`config.mk`:
```
export PLATFORM = sky130hd
export DESIGN_NAME = fetch_unit
export DESIGN_NICKNAME = d
export VERILOG_FILES = /design/src/rtl/core_pkg.sv /design/src/rtl/next_pc_calc.sv /design/src/rtl/fetch_unit.sv
export SDC_FILE = /design/constraint.sdc
export NUM_CORES = 1
export LEC_CHECK = 0
export ABC_AREA = 0
export CORE_MARGIN = 2
export CORE_UTILIZATION = 45
export CTS_BUF_LIST = sky130_fd_sc_hd__clkbuf_8 sky130_fd_sc_hd__clkbuf_16
export DETAILED_ROUTE_END_ITERATION = 6
export PLACE_DENSITY_LB_ADDON = 0.08
export SLEW_MARGIN = 20
export SYNTH_ARGS = -nofsm -noshare
export SYNTH_HDL_FRONTEND = slang
export SYNTH_SLANG_ARGS = --single-unit
```
`constraint.sdc`:
```
create_clock -name clk -period 4.4 [get_ports clk]
set_clock_uncertainty 0.2 [all_clocks]
set_input_delay 0.88 -clock clk [delete_from_list [all_inputs] [get_ports clk]]
set_output_delay 0.88 -clock clk [all_outputs]
set_load 0.1 [all_outputs]
```
`src/rtl/core_pkg.sv`:
```
// Shared fetch-side types and RV32I opcode constants for the core front end.
// Imported by fetch_unit and next_pc_calc.
package core_pkg;

  typedef enum logic [1:0] {
    FETCH = 2'd0,
    WAIT  = 2'd1,
    HOLD  = 2'd2,
    HALT  = 2'd3
  } fetch_state_t;

  localparam logic [6:0] OP_RTYPE  = 7'b0110011;
  localparam logic [6:0] OP_ITYPE  = 7'b0010011;
  localparam logic [6:0] OP_LOAD   = 7'b0000011;
  localparam logic [6:0] OP_STORE  = 7'b0100011;
  localparam logic [6:0] OP_BRANCH = 7'b1100011;
  localparam logic [6:0] OP_JAL    = 7'b1101111;
  localparam logic [6:0] OP_JALR   = 7'b1100111;
  localparam logic [6:0] OP_LUI    = 7'b0110111;
  localparam logic [6:0] OP_AUIPC  = 7'b0010111;

  localparam logic [31:0] NOP = 32'h0000_0013;

endpackage

```
`src/rtl/next_pc_calc.sv`:
```
// Next-PC selection: sequential pc+4 or pc+ImmExt, with a word-alignment check on the target.
// Latency: purely combinational, zero cycles.
// Backpressure: none; the caller decides when the target is committed.
module next_pc_calc
  import core_pkg::*;
#(
  parameter int ADDRESS_WIDTH = 32
) (
  input  logic [ADDRESS_WIDTH-1:0] pc,
  input  logic                     pcsrc,
  input  logic [ADDRESS_WIDTH-1:0] immext,
  output logic [ADDRESS_WIDTH-1:0] target,
  output logic [ADDRESS_WIDTH-1:0] pc_plus4,
  output logic                     target_misaligned
);

  // Both sums wrap modulo 2^ADDRESS_WIDTH by construction.
  assign pc_plus4          = pc + ADDRESS_WIDTH'(4);
  assign target            = pcsrc ? (pc + immext) : pc_plus4;
  assign target_misaligned = |target[1:0];

endmodule

```
`src/rtl/fetch_unit.sv`:
```
// Instruction fetch: owns the PC, issues one request at a time, holds the word until consumed.
// Latency: 3 cycles minimum per instruction; request to instr_valid is memory latency + 1.
// Backpressure: imem_req held until imem_ready; instruction held while instr_ready is low.
module fetch_unit
  import core_pkg::*;
#(
  parameter int                       ADDRESS_WIDTH = 32,
  parameter int                       DATA_WIDTH    = 32,
  parameter logic [ADDRESS_WIDTH-1:0] RESET_PC      = '0
) (
  input  logic                     clk,
  input  logic                     rst,
  output logic                     imem_req,
  output logic [ADDRESS_WIDTH-1:0] imem_addr,
  input  logic                     imem_ready,
  input  logic                     imem_rvalid,
  input  logic [DATA_WIDTH-1:0]    imem_rdata,
  output logic [DATA_WIDTH-1:0]    instr,
  output logic [6:0]               op,
  output logic [2:0]               funct3,
  output logic                     funct7,
  output logic                     instr_valid,
  input  logic                     instr_ready,
  output logic [ADDRESS_WIDTH-1:0] pc_out,
  output logic [ADDRESS_WIDTH-1:0] pc_plus4,
  input  logic                     PCsrc,
  input  logic [ADDRESS_WIDTH-1:0] ImmExt,
  output logic                     misaligned
);

  fetch_state_t             state, state_nxt;
  logic [ADDRESS_WIDTH-1:0] pc;
  logic [ADDRESS_WIDTH-1:0] target;
  logic                     target_misaligned;
  logic                     consume;

  next_pc_calc #(
    .ADDRESS_WIDTH(ADDRESS_WIDTH)
  ) u_next_pc_calc (
    .pc               (pc),
    .pcsrc            (PCsrc),
    .immext           (ImmExt),
    .target           (target),
    .pc_plus4         (pc_plus4),
    .target_misaligned(target_misaligned)
  );

  assign consume = instr_valid & instr_ready;

  always_ff @(posedge clk) begin
    if (rst) state <= FETCH;
    else     state <= state_nxt;
  end

  // Responses arriving outside WAIT (e.g. left over from before a reset) are dropped.
  always_comb begin
    state_nxt = state;
    unique case (state)
      FETCH: if (imem_ready)  state_nxt = WAIT;
      WAIT:  if (imem_rvalid) state_nxt = HOLD;
      HOLD:  if (consume)     state_nxt = target_misaligned ? HALT : FETCH;
      HALT:                   state_nxt = HALT;
      default:                state_nxt = FETCH;
    endcase
  end

  always_comb begin
    imem_req    = (state == FETCH) & ~rst;
    instr_valid = (state == HOLD) & ~rst;
  end

  always_ff @(posedge clk) begin
    if (rst) begin
      pc         <= RESET_PC;
      instr      <= '0;
      misaligned <= 1'b0;
    end else begin
      if (state == WAIT && imem_rvalid) instr <= imem_rdata;
      if (state == HOLD && consume) begin
        if (target_misaligned) misaligned <= 1'b1;
        else                   pc         <= target;
      end
    end
  end

  assign imem_addr = pc;
  assign pc_out    = pc;
  assign op        = instr[6:0];
  assign funct3    = instr[14:12];
  assign funct7    = instr[30];

endmodule

```
* After elaboration in Yosys (flattened, before gate mapping)
Index checks and enable logic that the tools add are counted.
** Storage, ports and cells
- Register bits after elaboration :: 67
- Input port bits :: 70
- Output and inout port bits :: 142
** Cells by class
- Bitwise logic cells :: 5
- Mux-type cells :: 6
- Equal/unequal tests :: 6
- Reductions and logical operators :: 7
- Add/subtract/negate cells :: 2
** Operator list (count)
- adder 32 x 3 -> 32 bit, second input constant :: 1
- adder 32 bit :: 1
- two-way mux 32 bit :: 1
- two-way mux 2 bit :: 4
- one-hot mux 2 bit (4 select lines) :: 1
- inequality test 2 bit, second input constant :: 3
- equality test 2 bit, second input constant :: 2
- AND reduction 2 bit :: 2
- AND 1 bit :: 3
- AND reduction 3 bit :: 1
- equality test 2 x 1 -> 1 bit, second input constant :: 1
- logical AND 1 bit :: 2
- zero test 2 bit :: 1
- inverter 1 bit :: 2
- OR reduction 2 bit :: 1

* Longest topological paths before layout
- Depth after elaboration :: 6
- Depth in mapped cells :: 11
- Depth with buffers taken out :: 10

* Hierarchy
A second synthesis with hierarchy kept.
** Unflattened totals
- Cell total of the unflattened synthesis :: 739
- Area total of the unflattened synthesis :: 5367.6 µm²
** Modules (own cells, without submodules)
- fetch_unit :: times used 1, sequential area each 1341.3 µm², cells each 347, area an instance 2821.5 µm²
- next_pc_calc :: times used 1, sequential area each 0.0 µm², cells each 392, area an instance 2546.2 µm²

* Worst setup path after synthesis
Ideal clock, no wire load.
- Kind :: reg-to-output
- Start point :: register pc[2], in the netlist imem_addr[2]
- End point :: output port pc_plus4[28]
- Arrival :: 4.222 ns
- Path slack :: -0.902 ns
- Cell stages (with the launch flop) :: 8
- Required time :: 3.320 ns
- Path buffers :: 1
- Cell sequence :: dfxtp_1 -> ha_1 -> nand3_1 -> nor3_1 -> nand2b_1 -> clkbuf_1 -> or4_1 -> xnor2_1
** Between the ends
- Word-level cells in the longest chain between the ends :: 1
** Ends and longest elaborated chain
- start: declaration :: RTL line fetch_unit.sv:32 : logic [ADDRESS_WIDTH-1:0] pc;
- start signal: assignment :: RTL line fetch_unit.sv:81 : else pc <= target;
- adder 32 x 3 -> 32 bit :: RTL line next_pc_calc.sv:18 : assign pc_plus4 = pc + ADDRESS_WIDTH'(4);
- end: declaration :: RTL line fetch_unit.sv:25 : output logic [ADDRESS_WIDTH-1:0] pc_plus4,
Every way passes these cells.

* Final worst setup path
- Start point :: input port ImmExt[7]
- End point :: register pc[31], in the netlist imem_addr[31]
** Between the ends
- Word-level cells in the longest chain between the ends :: 2
** Ends and longest elaborated chain
- start: declaration :: RTL line fetch_unit.sv:27 : input logic [ADDRESS_WIDTH-1:0] ImmExt,
- adder 32 bit :: RTL line next_pc_calc.sv:19 : assign target = pcsrc ? (pc + immext) : pc_plus4;
- two-way mux 32 bit :: RTL line next_pc_calc.sv:19
Every way passes these cells.
A chain may end at the register's enable or synchronous reset.

==> impl_metrics.yaml <==
global_route:
  antenna_found_initial: 0
  grt_start_max_net_pins: 37
  grt_pass1_vias: 5497
  grt-ovfl-total: 0
  gr-usage-all-layers: 0.2806
  grt_pass1_wl_um: 28520
worst_setup_path:
  r2r_cells: 9
  critPathKind: "input port to flop"
  critPathTopFamily: "simple AND/OR/NAND/NOR gates"
  r2r_slack_ns: 0.93
  cp_cell_sequence: "clkdlybuf4s50_1, ha_1, nand2_2, or4_4, o311ai_2, nor4b_2, a211oi_1, or4b_1, nand4b_1"
  endpoint_kind: "flop"
  cp.buffers_inverters: 1
  cp_data_required_time_ns: 4.48
  cp_slowest_cell: "or4b_1"
  startpoint_type: "input port"
  r2r-end: "imem_addr[31]"
  crit_fanout: 7
  critPathArrivalTime_ns: 3.99
  r2r-start: "imem_addr[16]"
  max_stage_delay_ns: 0.56
logic_synthesis:
  ys_types: 62
  post-synth-top-area-cell: "dfxtp_1"
  syn-cell-area_um2: 5268
  synth_nets: 825
  async_flop_share: 0
  yosysWarnings: 0
  synth.most_common_cell: "nand2_1"
  avgSynthCellArea_um2: 7.296
  synth_edf_count: 0
  synth-seq-cells: 67
  synth.top_cell.area_share: 0.2546
  synth_common_cells: "116 x nand2_1, 94 x a21oi_1, 67 x dfxtp_1"
  synth_cells: 722
  synth_top_cells_by_area: "dfxtp_1 25%, a21oi_1 8.9%, nand2_1 8.3%"
  yosysSeqAreaShare: 0.2546
  ys.flop_type: "dfxtp_1"
floorplan:
  fp-row-count: 39
  ios: 212
  die_x_um: 112.2
  core_area_um2: 11420
  die_height_um: 112.2
  initial_utilization: 0.4613
  dieArea_um2: 12590
sta:
  drv_slew: 0
  rsz0062_at_grt: "no"
  tightestPinTransition_ns: 1.011
  hold_viol: 0
  min_period_over_period: 0.8889
  hold_ws_ns: 0.2570
  period_minus_slack_ns: 3.911
  setup_viol: 0
  relSlewSlack: 0.3241
  timing.fmax_mhz: 255.7
worst_hold_path:
  hold-path-endpoint: "instr[15]"
  min_path_cells: 2
  holdCritPathClass: "flop to flop"
  hold_start: "instr[15]"
pwr:
  vdd_ir_drop_max_v: 0.0002063
  switching_share: 0.3274
  p_int_w: 0.001290
  pwr-share-clk: 0.418
  total_power_w: 0.001918
  p_leak_nw: 3.030
  combPwrFrac: 0.247
  power_density_nw_per_um2: 252.2
  net-switching-power_w: 0.0006280
  p_seq_frac: 0.335
final_layout:
  diodes: 0
  area_delta_synth_final_pct: 44.37
  final_layout_size_suffix_gt1_frac: 0.1019
  multiInputGateArea_um2: 3516
  ff_latch_area_um2: 1341
  fill_cells: 1039
  nNetsFinal: 981
placed_design:
  dpl.hpwl_um: 14260
  gp_congestion: 0.9397
  portBuffers: 211
run_status:
  status: "complete, no violations"
clock_network:
  root_buffer: "clkbuf_16"
  clk_latency_ns: 0.34
  cts_hold_buf: 0
  cts_made_buffers: 9
  cts_sinks: 67
  cts_tree: "built"
  clkTransAtPathRegs_ns: 0.06
  cts.repair.resized: 0
  postCtsSetupRepairBufs: 0
  h-tree-depth: 3
  cts_buffer_depth: 2
detailed_routing:
  wl_um: 18430
  dr.first_iter.drc_count: 450
  vias_per_cell: 5.774
  vias: 5924
  drt_first_pass_iters: 6
  drc_errors: 0
  routedWlPerCell_um: 17.96
  ant_nets: 0
run:
  max_cap_viol_count: 0
[layout make-up]
class	count	share of cell area
flip-flops and latches	67	0.1764
inverters	20	0.009872
multi-input cells	554	0.4623
well taps	143	0.02353
clock inverters	6	0.01250
clock buffers	10	0.03142
repair buffers	226	0.2840
[worst max-delay path by stage]
stage	start	to	slack, ns	cells past startpoint
after floorplan	imem_addr[2]	pc_plus4[28]	-0.30	7
after detailed placement	ImmExt[7]	imem_addr[31]	0.19	9
after global routing	ImmExt[16]	imem_addr[31]	0.29	10
after global placement	ImmExt[8]	imem_addr[31]	0.31	9
after CTS	ImmExt[7]	imem_addr[31]	0.53	9
final	ImmExt[7]	imem_addr[31]	0.49	9
[power groups by stage]
stage | logic (W) | clock network (W) | registers (W)
after floorplan | 0.000219 | 0 | 0.000766
after global placement | 0.000466 | 0 | 0.000653
after detailed placement | 0.000470 | 0 | 0.000655
after CTS | 0.000472 | 0.000809 | 0.000642
after global routing | 0.000495 | 0.000836 | 0.000644
final | 0.000473 | 0.000803 | 0.000642
[through the flow]
step	TNS [ns]	instances	setup WS (ns)	instance area, um2	util
after floorplan	-0.4245	722	-0.2974	5403	-
after global placement	0	1010	0.3139	7261	0.6359
after detailed placement	0	1010	0.1893	7261	0.6359
after CTS	0	1026	0.5277	7595	0.6651
after global routing	0	1026	0.2867	7605	0.6660
final	0	1026	0.4888	7605	0.6660
[routing by layer]
layer | vias up | track usage | part of all wire
met2 | 324 | 0.4912 | 0.49
met4 | 0 | 0.1187 | 0.033
met3 | 47 | 0.04590 | 0.085
met5 | - | 0 | 0
li1 | 2837 | - | -
met1 | 2716 | 0.3416 | 0.39
[worst register-to-register path: stages (launching register included)]
cell and delay (ns):
dfxtp_1 0.57, ha_1 0.37, a21oi_1 0.33, o21ai_0 0.20, a221o_1 0.36, a21oi_1 0.27
o21ai_0 0.21, a211oi_1 0.49, o211ai_1 0.17, nand4b_1 0.18
[cells in the final DEF, fill, tap and decap left out, types with 3 or more instances in the layout]
cell / synthesis / final
a211oi_1: 8 / 8
nand4_1: 14 / 14
a31oi_1: 7 / 7
and3_1: 13 / 13
xor2_1: 27 / 17
clkdlybuf4s50_1: 0 / 181
nand2b_1: 3 / 3
a21boi_0: 3 / 3
ha_1: 32 / 32
mux2i_1: 3 / 3
nor4_1: 3 / 3
dfxtp_1: 67 / 67
buf_4: 45 / 43
o21ai_0: 37 / 37
o21bai_1: 3 / 3
xnor2_1: 26 / 18
xor2_2: 0 / 10
a21o_1: 8 / 8
and2_1: 4 / 4
nor3_1: 13 / 13
or4_1: 3 / 3
a221oi_1: 7 / 7
clkbuf_16: 0 / 9
a21oi_1: 94 / 94
o21a_1: 3 / 3
nor2_1: 50 / 49
or3_1: 3 / 3
a22oi_1: 3 / 3
nor2b_1: 4 / 4
and4_1: 3 / 3
inv_1: 20 / 20
xnor2_2: 0 / 8
nand2_1: 116 / 116
o211ai_1: 8 / 8
nand3_1: 19 / 18
[registers in the layout (all words and copies together), names as in the netlist]
name,count
imem_addr,32
instr,32
state,2
misaligned,1
[cells by family (layout without fill, tap and decap cells)]
family | count (synthesis) | count (layout) | share of synthesized area
xor gates and xnor gates | 53 | 53 | 0.08812
DFF | 67 | 67 | 0.2546
AOI/OAI and AO/OA | 201 | 201 | 0.2306
and+or+nand+nor | 264 | 264 | 0.2352
buffers and inverters | 101 | 262 | 0.1059
muxes | 3 | 3 | 0.005701
adders and majority gates | 33 | 33 | 0.07981
(Power assumes the default switching activity.)
